==> src/rtl/fpu_pkg.sv <==
// fpu_pkg: shared types and constants for the FPU adder issue path
package fpu_pkg;
   localparam int EXP_W    = 10;
   localparam int MANT_W   = 21;
   localparam int EXP_BIAS = 511;
   typedef enum logic [3:0] {
      OVERFLOW  = 4'd0,
      UNDERFLOW = 4'd1,
      EXACT     = 4'd2,
      INEXACT   = 4'd3
   } status_t;
   typedef enum logic [1:0] {S_IDLE, S_RESTART, S_WAIT} issue_state_t;
   // The FPU always inserts a hidden 1, so any all-zero exponent must be treated as zero
   function automatic logic is_zero(input logic [31:0] x);
      return x[MANT_W +: EXP_W] == '0;
   endfunction
endpackage

==> src/rtl/fpu_operand_fifo.sv <==
// fpu_operand_fifo: operand pair buffer with wrap-around pointers and occupancy count
module fpu_operand_fifo #(
   parameter int DEPTH = 4,
   parameter int W     = 64
) (
   input  logic         clk_i,
   input  logic         rst_i,
   input  logic         push_i,
   input  logic         pop_i,
   input  logic [W-1:0] data_i,
   output logic [W-1:0] data_o,
   output logic         full_o,
   output logic         empty_o
);
   localparam int AW = $clog2(DEPTH);
   logic [W-1:0]  mem_q [DEPTH];
   logic [AW-1:0] wr_q, rd_q;
   logic [AW:0]   cnt_q;
   assign full_o  = cnt_q == (AW+1)'(DEPTH);
   assign empty_o = cnt_q == '0;
   assign data_o  = mem_q[rd_q];
   // Storage array carries no reset; only the pointers define validity
   always_ff @(posedge clk_i)
      if (push_i) mem_q[wr_q] <= data_i;
   // Pointers wrap naturally since DEPTH is a power of two
   always_ff @(posedge clk_i) begin
      if (rst_i) begin
         wr_q  <= '0;
         rd_q  <= '0;
         cnt_q <= '0;
      end else begin
         if (push_i) wr_q <= wr_q + 1'b1;
         if (pop_i) rd_q <= rd_q + 1'b1;
         cnt_q <= cnt_q + (AW+1)'(push_i) - (AW+1)'(pop_i);
      end
   end
endmodule

==> src/rtl/fpu_issue_ctrl.sv <==
// fpu_issue_ctrl: buffers operand pairs, restarts the free-running FPU per pair, holds results
module fpu_issue_ctrl
   import fpu_pkg::*;
#(
   parameter int FIFO_DEPTH  = 4,
   parameter int FPU_LATENCY = 40,
   parameter int CNT_W       = $clog2(FPU_LATENCY)
) (
   input  logic        clock_100Khz,
   input  logic        reset,
   input  logic        in_valid,
   output logic        in_ready,
   input  logic [31:0] in_op_a,
   input  logic [31:0] in_op_b,
   output logic [31:0] fpu_op_a,
   output logic [31:0] fpu_op_b,
   output logic        fpu_reset_n,
   input  logic [31:0] fpu_data,
   input  logic [3:0]  fpu_status,
   output logic        out_valid,
   input  logic        out_ready,
   output logic [31:0] out_data,
   output logic [3:0]  out_status,
   output logic        out_bypass,
   output logic        busy
);
   localparam logic [CNT_W-1:0] LAST = CNT_W'(FPU_LATENCY - 1);
   issue_state_t     state_q, state_d;
   logic [CNT_W-1:0] cnt_q, cnt_d;
   logic [31:0]      op_a_q, op_a_d, op_b_q, op_b_d, data_q, data_d;
   status_t          status_q, status_d;
   logic             valid_q, valid_d, bypass_q, bypass_d, rst_n_q, rst_n_d, ready_en_q;
   logic             fifo_full, fifo_empty, pop, slot_free, a_zero, b_zero;
   logic [63:0]      fifo_dout;
   logic [31:0]      a, b;

   fpu_operand_fifo #(.DEPTH(FIFO_DEPTH), .W(64)) u_fifo (
      .clk_i   (clock_100Khz),
      .rst_i   (reset),
      .push_i  (in_valid && in_ready),
      .pop_i   (pop),
      .data_i  ({in_op_a, in_op_b}),
      .data_o  (fifo_dout),
      .full_o  (fifo_full),
      .empty_o (fifo_empty)
   );

   assign a           = fifo_dout[63:32];
   assign b           = fifo_dout[31:0];
   assign a_zero      = is_zero(a);
   assign b_zero      = is_zero(b);
   assign slot_free   = !valid_q || out_ready;
   assign in_ready    = ready_en_q && !fifo_full;
   assign busy        = !fifo_empty || state_q != S_IDLE || valid_q;
   assign fpu_op_a    = op_a_q;
   assign fpu_op_b    = op_b_q;
   assign fpu_reset_n = rst_n_q;
   assign out_valid   = valid_q;
   assign out_data    = data_q;
   assign out_status  = status_q;
   assign out_bypass  = bypass_q;

   // Issue FSM: pop/bypass in IDLE, one-cycle FPU restart, then count out the fixed latency
   always_comb begin
      state_d  = state_q;
      cnt_d    = cnt_q;
      op_a_d   = op_a_q;
      op_b_d   = op_b_q;
      valid_d  = valid_q && !out_ready;
      data_d   = data_q;
      status_d = status_q;
      bypass_d = bypass_q;
      pop      = 1'b0;
      case (state_q)
         S_IDLE: if (!fifo_empty && slot_free) begin
            pop = 1'b1;
            if (a_zero || b_zero) begin
               valid_d  = 1'b1;
               bypass_d = 1'b1;
               status_d = EXACT;
               data_d   = (a_zero && b_zero) ? {a[31] & b[31], 31'b0} : a_zero ? b : a;
            end else begin
               op_a_d  = a;
               op_b_d  = b;
               state_d = S_RESTART;
            end
         end
         S_RESTART: begin
            cnt_d   = '0;
            state_d = S_WAIT;
         end
         S_WAIT: if (cnt_q == LAST) begin
            valid_d  = 1'b1;
            bypass_d = 1'b0;
            data_d   = fpu_data;
            status_d = status_t'(fpu_status);
            state_d  = S_IDLE;
         end else begin
            cnt_d = cnt_q + 1'b1;
         end
         default: state_d = S_IDLE;
      endcase
      rst_n_d = state_d != S_RESTART;
   end

   // State and output registers; reset also holds the FPU in reset and closes the input
   always_ff @(posedge clock_100Khz) begin
      if (reset) begin
         state_q    <= S_IDLE;
         cnt_q      <= '0;
         op_a_q     <= '0;
         op_b_q     <= '0;
         valid_q    <= 1'b0;
         data_q     <= '0;
         status_q   <= EXACT;
         bypass_q   <= 1'b0;
         rst_n_q    <= 1'b0;
         ready_en_q <= 1'b0;
      end else begin
         state_q    <= state_d;
         cnt_q      <= cnt_d;
         op_a_q     <= op_a_d;
         op_b_q     <= op_b_d;
         valid_q    <= valid_d;
         data_q     <= data_d;
         status_q   <= status_d;
         bypass_q   <= bypass_d;
         rst_n_q    <= rst_n_d;
         ready_en_q <= 1'b1;
      end
   end

   // With one operation in flight the result slot must be empty when the FPU result lands
   always_ff @(posedge clock_100Khz)
      if (!reset && state_q == S_WAIT && cnt_q == LAST) assert (!valid_q);
endmodule

==> config.mk <==
export PLATFORM = sky130hd
export DESIGN_NAME = fpu_issue_ctrl
export DESIGN_NICKNAME = d
export VERILOG_FILES = /design/src/rtl/fpu_pkg.sv /design/src/rtl/fpu_operand_fifo.sv /design/src/rtl/fpu_issue_ctrl.sv
export SDC_FILE = /design/constraint.sdc
export NUM_CORES = 1
export LEC_CHECK = 0
export BUFFER_PORTS_ARGS = -buffer_cell sky130_fd_sc_hd__buf_2
export CAP_MARGIN = 20
export CORE_AREA = 2 2 170 172
export DETAILED_ROUTE_END_ITERATION = 12
export DIE_AREA = 0 0 172 174
export GPL_TIMING_DRIVEN = 0
export HOLD_SLACK_MARGIN = 0.02
export PLACE_DENSITY_LB_ADDON = 0.08
export SYNTH_ARGS = -nofsm -noshare
export SYNTH_HDL_FRONTEND = slang
export SYNTH_SLANG_ARGS = --single-unit
export TNS_END_PERCENT = 30
==> constraint.sdc <==
create_clock -name clock_100Khz -period 2.7 [get_ports clock_100Khz]
set_input_delay 0.135 -clock clock_100Khz [delete_from_list [all_inputs] [get_ports clock_100Khz]]
set_output_delay 0.135 -clock clock_100Khz [all_outputs]
set_load 0.005 [all_outputs]
# Word-level counts from Yosys, hierarchy flattened
# Memories as Yosys holds them, arrays and structs flattened. A register that Yosys moved wholly into a read port is not among the register bits.
# Cells that the tools add are included.
# W data, S select, Z words.
# totals
memories	1
ram_bits	256
reg_bits	119
in_bits	104
wordCells	84
output_inout_bits	105
# op_classes
n_eq_ne	9
mux	31
n_reduce_logical	23
bitwise_logic	2
add_sub_neg	5
# memory_table
memory	words	word_bits	read_ports	rd_ports_with_merged_regs	write_ports	line_no	text
u_fifo.mem_q	4	64	1	1	1	fpu_operand_fifo.sv:16	logic [W-1:0] mem_q [DEPTH];
# op_table
op	n
$mux W32	5
$pmux W32 S2	1
$logic_not A10 Y1	2
$mux W4	3
$pmux W6 S2	1
$mux W1	11
$mux W2	5
$ne A2 B2 Y1 const B	4
$pmux W4 S2	1
$add A6 B1 Y6 const B	1
$eq A6 B6 Y1 const B	1
$mux W6	1
$pmux W2 S3	1
$reduce_bool A2 Y1	3
$logic_and A1 B1 Y1	5
$add A2 B1 Y2 const B	2
$logic_not A1 Y1	4
$logic_or A1 B1 Y1	4
$pmux W1 S2	2
$reduce_and A4 Y1	1
$add A3 B1 Y3	1
$eq A3 B3 Y1 const B	1
$logic_not A3 Y1	1
$reduce_and A3 Y1	1
other kinds (8)	8

# Depth between registers and ports, before layout
# Gate-level depths: netlist (run 1).
# depth
ltp_word	7
ltp_mapped	11
ltp_nobuf	11

# Cells and area by module
# A second synthesis (run 1) with hierarchy kept.
# unflattened
cells_unflattened	790
area_unflattened_um2	14451.4
# modules_own_cells
mod	seq_area_each_um2	area_each_um2	instances	cells_per_inst
fpu_operand_fifo	7867.5	9750.6	1	376
fpu_issue_ctrl	2242.2	4700.8	1	414

# Worst setup path before layout (run 1)
# OpenSTA, ideal clock, no wires.
# synth_path
kind	register -> register
from	register with a tool-made name
to	register op_a_q[22] (netlist: fpu_op_a[22])
n_path_buf	4
synth_period_minus_slack_ns	2.902
setup_time_ns	0.117
arrival_ns	2.785
required_time_ns	2.583
path_stages_with_launch	11
setup_slack_ns	-0.202
cell_sequence	dfxtp_1 buf_6 mux4_2 or4_1 or3_1 buf_2 nand2_1 nor3b_1 buf_2 clkbuf_1 a22o_1
# synth_lines
item	line_no	text
to (signal assigned)	fpu_issue_ctrl.sv:122	op_a_q <= op_a_d;
to (decl)	fpu_issue_ctrl.sv:30	logic [31:0] op_a_q, op_a_d, op_b_q, op_b_d, data_q, data_d;

==> metrics.yaml, run 1 <==
floorplan:
  core_area_um2: 28200
  initial_core_util_pct: 49.9
  placementRows: 62
  ios: 209
  die_w_um: 172
  die_area_um2: 29900
  die-height_um: 174
cts:
  path_clk_slew_ns: 0.06
  cts_root_buf: "clkbuf_16"
  clock-sinks: 377
  htree_levels: 2
  worstSkewPairLatency_ns: 0.52
  cts_buffer_depth: 3
  tritoncts: "yes"
  cts_made_buffers: 40
place:
  placed_cells: 1413
  port_buffers: 207
  gp_congestion: 0.809
  place_ws_ns: -0.944
  dp_hpwl_um: 24200
layout:
  area_growth_pct: 31.6
  antennaDiodeCount: 0
  layout_common_cells: "edfxtp_1 (256), buf_2 (209), dfxtp_1 (120)"
  finalNetCount: 1280
  layout_commonest_cell: "edfxtp_1"
  drive_above_1_share_pct: 36.6
  regArea_um2: 10100
  final_cells: 1582
  multi_input_area_um2: 3910
  fillers: 2124
timing:
  slew_viol_final: 0
  slew_headroom_pct: 41.2
  skew_ns: 0.0148
  fmax_ghz: 0.330
  fin_crit_ns: 3.03
  setup_viol: 103
  layout_setup_ws_ns: -0.333
  finalHoldViolCount: 0
  fin_crit_sh_pct: 112
  tightest_slew_ns: 0.882
  grt_setup_unrepaired: "yes"
yosys:
  syn-num-nets: 930
  ys_types: 52
  avgSynthCellArea_um2: 17.2
  netlist_instances: 818
  ys_warn_count: 0
  synth-edff-count: 256
  synthFlopType: "edfxtp_1"
  async_reset_ff_share_pct: 0
  synth_seq_area_share_pct: 71.7
  syn_area_um2: 14100
  synth_seq_cells: 377
drt:
  vias_per_cell: 5.69
  wl_per_cell_um: 23.4
  wirelength_um: 37000
  ant_nets: 0
  drtPass1Iterations: 5
  vias: 9006
  drc: 0
  dr.first_iter.drc_count: 747
power_and_ir_drop:
  p_seq_share_pct: 41.4
  p_leak_uw: 0.00675
  vdd_drop_max_mv: 0.547
  p_clk_share_pct: 30.9
  powerDensity_nw_per_um2: 964
  switchingPower_uw: 5190
  sw_frac_of_total_pct: 29.1
  p_int_uw: 12700
  pwr-share-comb_pct: 27.7
outcome:
  status: "complete, but fails checks"
  violations: "negative setup slack"
setup_path:
  start_kind: "register"
  path_class: "register to register"
  cp.arrival_ns: 3.46
  setup.worst_path.end_class: "register"
  worstPathMaxFanout: 10
  crit_required_ns: 3.13
  r2r_setup_slack_ns: -0.33
job:
  cap_violations: 0
worst_hold_path:
  worstHoldPathType: "input pin to register"
  hp-start: "fpu_data[18]"
global_routing:
  grt_max_degree: 49
  track_usage_pct: 24.6
  antenna_found_initial: 0
  grt_pass1_vias: 9031
  grt_first_pass_wirelength_um: 54400
  grt_overflow: 0
[final timing paths]
kind | end | depth (start not counted)
hold reg to reg | fpu_op_a[30] | 1
setup / recovery | out_data[20] | 10
setup reg to reg | out_data[20] | 10
hold / removal | out_data[18] | 3
[cell type report]
type	instances	share of cell area, %
inverter	7	0.142
clock inverter	21	1.37
clock buffer	51	5.79
multi-input combinational	370	21.1
sequential	377	54.5
timing repair buffer	308	11.6
buffer	64	2.91
tap	384	2.59
[synthesized netlist by cell type (all sizes together), types with 2 or more instances]
cell type	instances	share of area, %
a21oi	13	0.54
a211oi	19	1.0
o21ai	31	1.1
nor3b	2	0.11
buf	21	0.92
or4	3	0.16
a311oi	2	0.12
nand2	13	0.35
and2	2	0.089
nor2b	4	0.18
nand2b	6	0.27
a221oi	21	1.3
dfxtp	121	17
nand3	7	0.25
inv	7	0.19
a22oi	3	0.16
ha	7	0.62
clkbuf	43	1.1
a21o	3	0.16
nand4	22	0.98
o211ai	5	0.27
edfxtp	256	55
and3	6	0.27
nor2	16	0.44
or3	2	0.089
nor3	7	0.25
a31o	8	0.50
o31ai	21	1.5
o21bai	2	0.11
a22o	64	4.0
xnor2	3	0.19
nor4	2	0.089
mux4	64	10
a31oi	2	0.089
[per-layer routing]
metal  routed length [um]  track usage (%)  vias to the layer above
met1                15900             34.1                     4536
li1                     -                -                     4074
met5                    0                0                        -
met4                 1040             7.11                        0
met2                18100             40.6                      327
met3                 1970             3.67                       69
[worst max-delay path, cell delays in order (launching register included)]
cell	delay (ns)
dfxtp_4	0.38
buf_12	0.13
mux4_2	0.54
or4_4	0.55
or3_4	0.42
buf_12	0.16
a21oi_4	0.18
nor2_4	0.08
buf_6	0.15
buf_8	0.15
o31ai_2	0.18
[per-stage QoR]
stage / hold slack (ns) / util (%) / instance area [um^2] / total power (uW) / TNS, ns
2_1_floorplan: 0.234 / - / 14200 / 10000 / -34.90
3_5_place_dp: 0.352 / 56.1 / 15900 / 11900 / -82.37
6_report: 0.0283 / 65.7 / 18500 / 17900 / -28.48
3_3_place_gp: 0.350 / 55.7 / 15700 / 11800 / -420.79
5_1_grt: 0.0405 / 65.7 / 18500 / 18600 / -35.17
4_1_cts: 0.0235 / 65.1 / 18400 / 17800 / -27.53
[repair_timing]
item,CTS,global route
setup buffers,9,1
endpoints found under the hold margin,275,0
endpoints found under the setup margin,105,104
pin swaps,6,3
hold buffers,83,0
gates resized for setup,71,23
cloned,0,4
[power groups by stage]
| stage | sequential, uW | combinational, uW | clock [uW] |
|---|---|---|---|
| final | 7400 | 4950 | 5530 |
| after global routing | 7450 | 5300 | 5850 |
| after CTS | 7380 | 4820 | 5610 |
| after detailed placement | 7490 | 4370 | 0 |
| after global placement | 7500 | 4310 | 0 |
| after floorplan | 7440 | 2600 | 0 |
[flip-flops by register name, indices dropped and copies added, names as in the netlist, named ones only]
signal / cells
u_fifo.wr_q: 2
ready_en_q: 1
fpu_reset_n: 1
out_status: 4
u_fifo.rd_q: 2
out_data: 32
fpu_op_a: 32
out_valid: 1
u_fifo.cnt_q: 3
fpu_op_b: 32
out_bypass: 1
u_fifo.mem_q: 256
state_q: 2
cnt_q: 6
[cells by family (layout without fill, tap and decap cells)]
group           after synthesis  after routing  share of synthesized area (%)
simple gates                 95             95                           3.68
compound gates              198            198                           11.0
xor+xnor                      4              4                          0.249
buf+inv                      71            451                           2.25
fa+ha+maj                     8              8                          0.763
mux                          65             65                           10.3
flops                       377            377                           71.7
(Power assumes the default switching activity.)
==> inputs of run 2 (changes only) <==
--- a/config.mk
+++ b/config.mk
@@ -7,10 +7,9 @@
 export LEC_CHECK = 0
 export BUFFER_PORTS_ARGS = -buffer_cell sky130_fd_sc_hd__buf_2
 export CAP_MARGIN = 20
-export CORE_AREA = 2 2 170 172
+export CORE_AREA = 2 2 161 163
 export DETAILED_ROUTE_END_ITERATION = 12
-export DIE_AREA = 0 0 172 174
-export GPL_TIMING_DRIVEN = 0
+export DIE_AREA = 0 0 163 165
 export HOLD_SLACK_MARGIN = 0.02
 export PLACE_DENSITY_LB_ADDON = 0.08
 export SYNTH_ARGS = -nofsm -noshare
==> constraint.sdc (replaced) <==
create_clock -name clock_100Khz -period 2.9 [get_ports clock_100Khz]
set_input_delay 0.145 -clock clock_100Khz [delete_from_list [all_inputs] [get_ports clock_100Khz]]
set_output_delay 0.145 -clock clock_100Khz [all_outputs]
set_load 0.005 [all_outputs]
==> metrics.yaml, run 2 (same netlist as run 1, synthesis figures left out) <==
outcome:
  status: "complete, but fails checks"  # unchanged
  violations: "negative setup slack"  # unchanged
cts:
  tritoncts: "yes"  # unchanged
  cts_root_buf: "clkbuf_16"  # unchanged
  worstSkewPairLatency_ns: 0.52  # about the same
  path_clk_slew_ns: 0.06  # about the same
  htree_levels: 2  # unchanged
  cts_made_buffers: 39  # was 40
  cts_buffer_depth: 3  # unchanged
  clock-sinks: 377  # unchanged
global_routing:
  track_usage_pct: 26.5  # was 24.6%
  grt_first_pass_wirelength_um: 53000  # was 54400 um
  grt_max_degree: 65  # was 49
  grt_pass1_vias: 9055  # was 9031
  grt_overflow: 0  # unchanged
  antenna_found_initial: 1  # was 0
drt:
  wl_per_cell_um: 23.3  # was 23.4 um
  dr.first_iter.drc_count: 789  # was 747
  wirelength_um: 35700  # was 37000 um
  drc: 0  # unchanged
  ant_nets: 0  # unchanged
  vias_per_cell: 5.93  # was 5.69
  drtPass1Iterations: 5  # unchanged
  vias: 9105  # was 9006
worst_hold_path:
  worstHoldEndpoint: "out_data[1]"  # was out_data[18]
  hp-start: "fpu_data[1]"  # was fpu_data[18]
  hold_depth: 3  # unchanged
  worstHoldPathType: "input pin to register"  # unchanged
timing:
  fmax_ghz: 0.336  # was 0.330 GHz
  layout_setup_ws_ns: -0.0767  # was -0.333 ns
  slew_headroom_pct: 29.8  # was 41.2%
  fin_crit_ns: 2.98  # was 3.03 ns
  setup_viol: 93  # was 103
  grt_setup_unrepaired: "yes"  # unchanged
  finalHoldViolCount: 0  # unchanged
  skew_ns: 0.0113  # was 0.0148 ns
  tightest_slew_ns: 1.05  # was 0.882 ns
  slew_viol_final: 0  # unchanged
  fin_crit_sh_pct: 103  # was 112%
  hold_ws_ns: 0.0350  # was 0.0283 ns
layout:
  area_growth_pct: 31.8  # was 31.6%
  layout_commonest_cell: "edfxtp_1"  # unchanged
  drive_above_1_share_pct: 39.2  # was 36.6%
  regMostFlops: "u_fifo.mem_q"  # unchanged
  layout_common_cells: "edfxtp_1 (256), buf_2 (208), dfxtp_1 (119)"  # was edfxtp_1 (256), buf_2 (209), dfxtp_1 (120)
  finalNetCount: 1286  # was 1280
  final_util_pct: 74.2  # was 65.7%
  design_area_um2: 18600  # was 18500 um^2
  largest_reg_flops: 256  # unchanged
  final_cells: 1535  # was 1582
setup_path:
  cp_slowest_cell: "or4_4"  # unchanged
  max_stage_delay_ns: 0.56  # was 0.55 ns
  reg2regPathDepth: 9  # was 10
  path_class: "register to register"  # unchanged
  cpMostUsedCell: "buf_12"  # unchanged
  setup.worst_path.end_class: "register"  # unchanged
  cp.arrival_ns: 3.44  # was 3.46 ns
  crit_required_ns: 3.36  # was 3.13 ns
  crit_chain: "buf_12 -> mux4_2 -> or4_4 -> or3_4 -> buf_12 -> a21o_4 -> buf_12 -> a211oi_2 -> a31o_2"  # was buf_12 -> mux4_2 -> or4_4 -> or3_4 -> buf_12 -> a21oi_4 -> nor2_4 -> buf_6 -> buf_8 -> o31ai_2
  r2r-end: "out_data[21]"  # was out_data[20]
  start_kind: "register"  # unchanged
  r2r_setup_slack_ns: -0.08  # was -0.33 ns
  worstPathMaxFanout: 7  # was 10
floorplan:
  placementRows: 58  # was 62
  die-height_um: 165  # was 174 um
  core_area_um2: 25000  # was 28200 um^2
  die_w_um: 163  # was 172 um
  die_area_um2: 26900  # was 29900 um^2
  ios: 209  # unchanged
  initial_core_util_pct: 56.3  # was 49.9%
place:
  gp_congestion: 0.822  # was 0.809
  placed_cells: 1351  # was 1413
  dp_hpwl_um: 21000  # was 24200 um
  place_area_um2: 15900  # about the same
  port_buffers: 208  # was 207
power_and_ir_drop:
  vdd_drop_max_mv: 0.628  # was 0.547 mV
  p_leak_uw: 0.00685  # was 0.00675 uW
  powerDensity_nw_per_um2: 881  # was 964 nW/um^2
job:
  cap_violations: 0  # unchanged
-- run 2: cell count changes in the layout (fill, tap and decap cells not counted), moves of 3 or more --
cell,change
clkbuf_2,-5
buf_8,-7
clkbuf_4,-5
clkbuf_1,-25
a211oi_1,-5
bufinv_16,-3
buf_12,+7
and3_2,+4
and3_4,-3
buf_4,+43
a211oi_2,+5
dlygate4sd3_1,+5
-- run 2: worst max-delay path: cells and delay by family (launching register included) --
kind,cells,cell delay (ns)
simple gates,2,0.97
compound gates,3,0.59
mux,1,0.51
buf+inv,3,0.45
flops,1,0.39
-- run 2: timing repair --
action | CTS | global route
hold buffers | 87 | 1
setup buffers | 17 | 3
endpoints found under the hold margin | 279 | 1
pin swaps | 18 | 8
cloned | 4 | 1
gates resized for setup | 47 | 10
setup endpoints to repair | 102 | 101
-- run 2: stage by stage --
step                setup slack (ns)  setup TNS (ns)  total power (uW)
floorplan                    0.00159               0              9270
global placement              -0.560          -24.21             11100
detailed placement            -0.653          -29.06             11100
CTS                          -0.0300          -0.148             16400
global route                  -0.142          -10.06             17100
finish                       -0.0767           -2.21             16400
-- run 2: area by class of cell --
type                       count  area [um^2]
antenna                        1         2.50
clock buffer                  55         1110
clock inverter                16          153
fill                        1592         6460
inverter                       7         26.3
multi-input combinational    371         3930
sequential                   377        10100
tap                          330          413
timing repair buffer         378         2830
-- run 2: how the worst max path moves through the flow --
stage	start	to	slack, ns	depth (start not counted)
6_report	register	out_data[21]	-0.08	9
2_1_floorplan	register	out_status[1]	0.002	10
4_1_cts	register	out_data[23]	-0.03	9
3_3_place_gp	register	out_data[31]	-0.56	6
5_1_grt	register	out_data[10]	-0.14	8
3_5_place_dp	register	out_data[31]	-0.65	6
-- run 2: layer usage --
layer | GRT usage, % | share of wire, % | vias up | wire length (um)
li1 | - | - | 4078 | -
met1 | 36.8 | 41 | 4570 | 14700
met2 | 43.1 | 48 | 405 | 17200
met3 | 5.88 | 8.5 | 52 | 3040
met4 | 6.84 | 2.1 | 0 | 743
met5 | 0 | 0 | - | 0
-- run 2: power breakdown --
part           total [uW]  switching [uW]  internal, uW
registers            6910             438          6470
logic                4560            2310          2250
clock network        4900            1970          2930
